File: src/rtl/bus_timer_if.sv
// CPU-side bus seen by the timer: address/write strobe/write data in,
// registered read data, mux select and interrupt out.
interface bus_timer_if;
  logic [15:0] AD;
  logic [7:0]  DI;
  logic        WE;
  logic [7:0]  DO;
  logic        DO_VALID;
  logic        IRQ;

  modport master (output AD, DI, WE, input DO, DO_VALID, IRQ);
  modport slave  (input AD, DI, WE, output DO, DO_VALID, IRQ);
endinterface

File: src/rtl/bus_timer.sv
// Memory-mapped 16-bit prescaled down-counter with one-shot/auto-reload
// modes, registered read port and level interrupt.
module bus_timer #(
  parameter logic [15:0] BASE = 16'hFE00
) (
  input  logic        clk,
  input  logic        RST,
  bus_timer_if.slave  bus
);
  localparam logic [2:0] A_CNTL = 3'd0, A_CNTH = 3'd1, A_RELL = 3'd2, A_RELH = 3'd3,
                         A_CTRL = 3'd4, A_STAT = 3'd5, A_PRE  = 3'd6;

  logic [15:0] count, reload;
  logic [7:0]  rel_lo, snap_h, pcnt, pre, rdata, do_q;
  logic        en, auto_rl, ie, exp_f, do_vld;
  logic        sel, wr, rd, tick, relh_wr, expire;
  logic [2:0]  off;

  assign sel     = (bus.AD[15:3] == BASE[15:3]);
  assign off     = bus.AD[2:0];
  assign wr      = sel & bus.WE;
  assign rd      = sel & ~bus.WE;
  assign tick    = en & (pcnt == pre);
  // A RELH write replaces the whole count state, so it swallows a same-edge tick.
  assign relh_wr = wr & (off == A_RELH);
  assign expire  = tick & ~relh_wr & (count == 16'd0);

  always_comb begin
    rdata = 8'h00;
    case (off)
      A_CNTL:  rdata = count[7:0];
      A_CNTH:  rdata = snap_h;
      A_RELL:  rdata = reload[7:0];
      A_RELH:  rdata = reload[15:8];
      A_CTRL:  rdata = {5'b0, ie, auto_rl, en};
      A_STAT:  rdata = {7'b0, exp_f};
      A_PRE:   rdata = pre;
      default: rdata = 8'h00;
    endcase
  end

  always_ff @(posedge clk or posedge RST) begin
    if (RST) begin
      count   <= '0;
      reload  <= '0;
      rel_lo  <= '0;
      snap_h  <= '0;
      pcnt    <= '0;
      pre     <= '0;
      en      <= 1'b0;
      auto_rl <= 1'b0;
      ie      <= 1'b0;
      exp_f   <= 1'b0;
      do_q    <= '0;
      do_vld  <= 1'b0;
    end else begin
      do_vld <= rd;
      if (rd) begin
        do_q <= rdata;
        if (off == A_CNTL) snap_h <= count[15:8];
      end

      if (en) pcnt <= tick ? 8'd0 : pcnt + 8'd1;

      if (tick & ~relh_wr) begin
        if (count != 16'd0) count <= count - 16'd1;
        else if (auto_rl)   count <= reload;
        else                en    <= 1'b0;
      end

      // Expiry set beats a same-edge W1C.
      if (expire)                                        exp_f <= 1'b1;
      else if (wr && off == A_STAT && bus.DI[0])         exp_f <= 1'b0;

      // Bus writes come last so a CTRL write overrides an expiry-induced EN clear.
      if (wr) begin
        case (off)
          A_RELL: rel_lo <= bus.DI;
          A_RELH: begin
            reload <= {bus.DI, rel_lo};
            count  <= {bus.DI, rel_lo};
            pcnt   <= 8'd0;
          end
          A_CTRL: begin
            en      <= bus.DI[0];
            auto_rl <= bus.DI[1];
            ie      <= bus.DI[2];
            if (bus.DI[0] && !en) pcnt <= 8'd0;
          end
          A_PRE: begin
            pre  <= bus.DI;
            pcnt <= 8'd0;
          end
          default: ;
        endcase
      end
    end
  end

  assign bus.DO       = do_q;
  assign bus.DO_VALID = do_vld;
  assign bus.IRQ      = exp_f & ie;
endmodule
File: src/flat_wrapper.sv
// flat-port wrapper written by rule: the top's interface ports become plain ports
module bus_timer_flat 
#(
  parameter logic [15:0] BASE = 16'hFE00
)
  (clk, RST, bus_AD, bus_DI, bus_WE, bus_DO, bus_DO_VALID, bus_IRQ);
  bus_timer_if bus_i ();
  input  logic clk;
  input  logic RST;
  input wire logic [$bits(bus_i.AD)-1:0] bus_AD;
  input wire logic [$bits(bus_i.DI)-1:0] bus_DI;
  input wire logic [$bits(bus_i.WE)-1:0] bus_WE;
  output wire logic [$bits(bus_i.DO)-1:0] bus_DO;
  output wire logic [$bits(bus_i.DO_VALID)-1:0] bus_DO_VALID;
  output wire logic [$bits(bus_i.IRQ)-1:0] bus_IRQ;
  assign bus_i.AD = bus_AD;
  assign bus_i.DI = bus_DI;
  assign bus_i.WE = bus_WE;
  assign bus_DO = bus_i.DO;
  assign bus_DO_VALID = bus_i.DO_VALID;
  assign bus_IRQ = bus_i.IRQ;
  bus_timer #(.BASE(BASE)) u_core (.clk(clk), .RST(RST), .bus(bus_i));
endmodule
File: config.mk
export PLATFORM = sky130hd
export DESIGN_NAME = bus_timer_flat
export DESIGN_NICKNAME = d
export VERILOG_FILES = /design/src/rtl/bus_timer_if.sv /design/src/rtl/bus_timer.sv /design/src/flat_wrapper.sv
export SDC_FILE = /design/constraint.sdc
export NUM_CORES = 1
export LEC_CHECK = 0
export BUFFER_PORTS_ARGS = -buffer_cell sky130_fd_sc_hd__buf_2
export CELL_PAD_IN_SITES_DETAIL_PLACEMENT = 2
export CELL_PAD_IN_SITES_GLOBAL_PLACEMENT = 2
export CORE_UTILIZATION = 34
export CTS_CLUSTER_SIZE = 25
export DETAILED_ROUTE_END_ITERATION = 8
export GPL_ROUTABILITY_DRIVEN = 0
export PLACE_DENSITY = 0.81
export SLEW_MARGIN = 5
export SYNTH_ARGS = -nofsm -noshare
export SYNTH_HDL_FRONTEND = slang
export SYNTH_SLANG_ARGS = --single-unit
File: constraint.sdc
create_clock -name clk -period 2.2 [get_ports clk]
set_clock_uncertainty 0.05 [all_clocks]
set_input_delay 0 -clock clk [delete_from_list [all_inputs] [get_ports clk]]
set_output_delay 0 -clock clk [all_outputs]
set_load 0.05 [all_outputs]
# After elaboration in Yosys (flattened, before gate mapping)
# Cells that the tools add are included.
[totals]
reg_bits = 77
inputBits = 27
output_inout_bits = 10
word_cells = 63
[op_classes]
add_sub_neg = 2
eq_ne = 8
muxes = 18
n_bitwise = 9
reduce_logical = 14
[op_table]
columns = ["op", "count"]
rows = [
  ["$mux 16", 5],
  ["$pmux 8 s7", 1],
  ["$mux 8", 4],
  ["$logic_not 16->1", 1],
  ["$pmux 8 s2", 1],
  ["$reduce_bool 16->1", 1],
  ["$sub 16x1->16 const B", 1],
  ["$eq 13x13->1 const B", 1],
  ["$reduce_and 2->1", 5],
  ["$eq 3x3->1 const B", 3],
  ["$add 8x1->8 const B", 1],
  ["$eq 8x8->1", 1],
  ["$and 1x1->1", 7],
  ["$mux 1", 7],
  ["$eq 3x2->1 const B", 2],
  ["$eq 3x1->1 const B", 1],
  ["$logic_and 1x1->1", 3],
  ["$logic_not 3->1", 1],
  ["$not 1->1", 2],
  ["$reduce_bool 2->1", 1],
  ["$reduce_or 2->1", 1],
  ["$logic_not 1->1", 1],
]

# Logic depth before layout (Yosys ltp)
[logic_depth]
depth_word = 8
mapped_depth = 9
depth_no_buf = 8

# Least setup slack after synthesis
# No wires, ideal clock.
[synth_timing]
path_kind = "register to register"
from = "reg u_core.count[0]"
to = "reg u_core.count[5]"
setup_time_ns = 0.137
arrival_ns = 2.054
required_time_ns = 2.013
path_slack_ns = -0.041
path_stages_with_launch = 10
n_path_buf = 1
period_less_slack_ns = 2.241
path_cell_list = "dfrtp_1 inv_1 ha_1 nor4b_2 nand4_1 clkbuf_1 a22oi_1 nor3_1 a21oi_1 a21oi_1"
[synth_via]
elab_chain_len = 5
word_cells_on_any_way = 6
classes_between = "add/sub (1); mux (4); reduce/logical (1)"
[synth_lines]
columns = ["item", "line_no", "source"]
rows = [
  ["from (decl)", "bus_timer.sv:13", "logic [15:0] count, reload;"],
  ["from (signal assigned)", "bus_timer.sv:66", "if (count != 16'd0) count <= count - 16'd1;"],
  ["from (signal assigned)", "bus_timer.sv:67", "else if (auto_rl) count <= reload;"],
  ["from (signal assigned)", "bus_timer.sv:81", "count <= {bus.DI, rel_lo};"],
  ["$sub 16x1->16 / $reduce_bool 16->1 (equally long branches)", "bus_timer.sv:66", ""],
  ["$mux 16 *", "bus_timer.sv:66", ""],
  ["$mux 16 *", "bus_timer.sv:65", "if (tick & ~relh_wr) begin"],
  ["$mux 16", "bus_timer.sv:77", "case (off)"],
  ["$mux 16 *", "bus_timer.sv:76", "if (wr) begin"],
]
# Every way passes the cells marked *; elsewhere a longest branch is shown, timed or not.
# A chain may end at the register's enable or synchronous reset.

# Final worst setup path
[layout_timing]
from = "reg u_core.count[1]"
to = "reg u_core.count[2]"
# Same word-level chain as after synthesis.

==> summary.txt <==
Outcome
  – Status: finished, violations left
  – Violated checks: setup timing

Logic synthesis
  – Yosys top cell by area: dfrtp_1
  – Top FF cell, synth: dfrtp_1
  – Most frequent cells after synthesis: 77 x dfrtp_1, 65 x nand2_1, 40 x nor2_1
  – Yosys reg bits: 77
  – Netlist Area Pre-Place: 0.00424 mm²
  – Syn avg cell area: 9.39 µm²
  – Synth top area cells: dfrtp_1 45%, mux2_2 6.1%, nand2_1 5.8%
  – Ys Warns: 0
  – Post-synthesis async set-or-reset flop share: 100%
  – Cell with the most instances after synthesis: dfrtp_1
  – Syn Nets: 481
  – Sequential area share after synthesis: 45.5%
  – EDFF count, synth: 0
  – Post-synth cell types: 52
  – Post-synthesis instance total: 451
  – Synth top area share: 45.5%

Flow run
  – Max cap viols: 0

STA
  – Max Freq: 399 MHz
  – Slew headroom: 49.3%
  – Final Max Slew Viols: 0
  – Tmin final: 2.51 ns
  – Setup violators final: 15
  – Hold Violations, Final: 0
  – RSZ-0062 raised after global routing: true
  – Hold Slack: 0.0950 ns
  – Worst Setup Slack, final: -0.307 ns
  – Worst-Margin Slew: 0.760 ns
  – Tcrit/Tclk final: 114%

Placement
  – Pre-CTS WS: -0.00495 ns
  – Dpl hpwl: 11,800 µm
  – Placed cell areas: 0.00492 mm²
  – # port buffers: 36

Final layout
  – Register area: 0.00193 mm²
  – Filler cells: 1,268
  – ANT cells: 0
  – Final #Nets: 575
  – Share of layout cells above drive strength 1: 32.9%
  – Area added between synthesis and finish: 32.6%
  – Area of the multi-input gates: 0.00233 mm²
  – Fin area: 0.00562 mm²

Worst hold path
  – Hold endpoint: u_core.exp_f$_DFFE_PP0P_
  – HP Class: input pin to flip-flop
  – Hold path startpoint: bus_AD[1]
  – Hold path depth: 3

Power
  – Pwr/cell area: 559 mW/mm²
  – Leakage: 0.00254 µW
  – Worst VDD drop: 0.355 mV

Setup path
  – Crit Path Class: flip-flop to flip-flop
  – Reg2reg start: u_core.count[1]$_DFF_PP0_
  – Bufs and invs on worst path: 3
  – Reg-to-Reg End: u_core.count[2]$_DFF_PP0_
  – R2R depth: 10
  – Slowest Stage Delay on Critical Path: 0.43 ns
  – Critical Path AT: 2.69 ns
  – Worst Path Required: 2.38 ns
  – Startpoint Class: flip-flop
  – R2R setup slack: -0.31 ns
  – Crit path max-delay family: simple AND/OR/NAND/NOR gates
  – Most frequent CP cell: nor2_1
  – Critical-path top delay cell: dfrtp_2
  – Worst Path Max Fanout: 5
  – Crit-path cells: inv_2 -> ha_4 -> nor4b_4 -> buf_4 -> and4_4 -> buf_6 -> nor2_1 -> nor2_1 -> o22ai_2 -> o31ai_2
  – Worst setup EP type: flip-flop

GRT
  – Total grt overflow: 0
  – All-Layer GR Usage: 29.0%
  – First-pass GRT wire length: 27,100 µm
  – Initial antenna violation count: 1
  – Largest net degree at the start of global routing: 40
  – Vias in the first global route: 4,537

Route
  – Via density: 5.95
  – WL/cell: 27.3 µm
  – Via total after detailed routing: 4,269
  – DRC viols: 0
  – Starting DRC count in detailed routing: 320
  – Antenna-violating nets left: 0
  – Pre-antenna DRT Iters: 5
  – Final WL: 19,600 µm

Floorplanning
  – # rows: 40
  – Ports: 37
  – Chip height: 114 µm
  – Die area: 0.0129 mm²
  – Die X: 114 µm
  – Initial core utilization: 35.1%
  – Core area: 0.0121 mm²

Clock tree
  – Clk slew on worst S/H paths: 0.08 ns
  – Htree depth: 3
  – TritonCTS buffer count: 9
  – CTS sink cnt: 77
  – Clock tree buffer depth: 2
  – CTS tree: yes
  – CTS root buf: clkbuf_16
  – Clk_lat worst skew: 0.36 ns
-- kinds of logic (layout without fill, tap and decap cells) --
group                    Yosys count  count (layout)  share of synthesized area [%]
AO/OA/AOI/OAI                     98              98                           14.5
XOR/XNOR                          14              14                           2.89
adder cells (fa/ha/maj)            3               3                          0.886
buffers and inverters             34             133                           3.16
flip-flops                        77              77                           45.5
multiplexers                      40              40                           10.8
AND/OR/NAND/NOR                  185             185                           22.3
-- timing repair --
action | in CTS | in global routing
hold endpoints to repair | 68 | 0
endpoints found under the setup margin | 11 | 17
hold buffers | 9 | 0
setup buffers | 6 | 13
cloned | 0 | 0
pin swaps | 2 | 12
gates resized for setup | 3 | 37
-- sequential cells by signal, indices dropped and copies added, names as in the netlist --
name	cells
u_core.auto_rl	1
u_core.bus.DO	8
u_core.bus.DO_VALID	1
u_core.count	16
u_core.en	1
u_core.exp_f	1
u_core.ie	1
u_core.pcnt	8
u_core.pre	8
u_core.rel_lo	8
u_core.reload	16
u_core.snap_h	8
-- layout by cell type (no fill, tap or decap), types with 10 or more instances in the layout --
master | synthesis | layout
buf_4 | 1 | 58
mux2_2 | 23 | 23
a22o_1 | 10 | 10
a21oi_1 | 36 | 36
xor2_1 | 13 | 13
buf_2 | 2 | 36
nand2_1 | 65 | 65
nor3_1 | 15 | 11
nand3_1 | 10 | 10
nor2_1 | 40 | 40
mux2i_1 | 13 | 13
o21ai_0 | 22 | 19
dfrtp_1 | 77 | 71
-- power breakdown --
part / switching (µW) / total (µW) / internal [µW]
logic: 103 / 162 / 58.8
clock network: 720 / 1560 / 841
registers: 2.57 / 1420 / 1420
total: 826 / 3140 / 2320
-- per-stage QoR --
stage / utilization (%) / total power (µW) / setup TNS [ns] / instances
2_1_floorplan: - / 1520 / 0 / 451
3_3_place_gp: 40.8 / 1590 / 0 / 674
3_5_place_dp: 40.8 / 1590 / -0.00495 / 674
4_1_cts: 44.4 / 3110 / 0 / 705
5_1_grt: 46.6 / 3210 / -2.18 / 718
6_report: 46.6 / 3140 / -1.12 / 718
-- worst max path at each step --
stage,start,to,slack (ns),depth (start not counted)
2_1_floorplan,u_core.count[4]$_DFF_PP0_,u_core.count[5]$_DFF_PP0_,0.03,8
3_3_place_gp,bus_AD[4],u_core.auto_rl$_DFFE_PP0P_,0.09,7
3_5_place_dp,u_core.count[0]$_DFF_PP0_,u_core.count[6]$_DFF_PP0_,-0.005,9
4_1_cts,u_core.pre[7]$_DFFE_PP0P_,u_core.count[10]$_DFF_PP0_,0.002,8
5_1_grt,u_core.count[1]$_DFF_PP0_,u_core.count[2]$_DFF_PP0_,-0.35,10
6_report,u_core.count[1]$_DFF_PP0_,u_core.count[2]$_DFF_PP0_,-0.31,10
-- layer usage --
layer / up-vias / track usage, % / part of all wire, %
met5: - / 0 / 0.066
met4: 2 / 19.1 / 5.5
met3: 73 / 6.27 / 5.4
met2: 193 / 47.0 / 49
met1: 2182 / 34.7 / 40
li1: 1819 / - / -
-- final cells by class --
cell class	instances	share of cell area [%]
clock buffers	11	4.50
flip-flops and latches	77	34.4
repair buffers	110	14.6
multi-input cells	340	41.5
well taps	168	3.74
inverters	7	0.534
clock inverters	5	0.757
-- worst register-to-register path, stage by stage, from the launching register on --
cell and delay, ns:
dfrtp_2 0.43, inv_2 0.10, ha_4 0.15, nor4b_4 0.35, buf_4 0.19, and4_4 0.24, buf_6 0.12, nor2_1 0.05
nor2_1 0.17, o22ai_2 0.10, o31ai_2 0.42
Power figures use the tool's default switching activity.
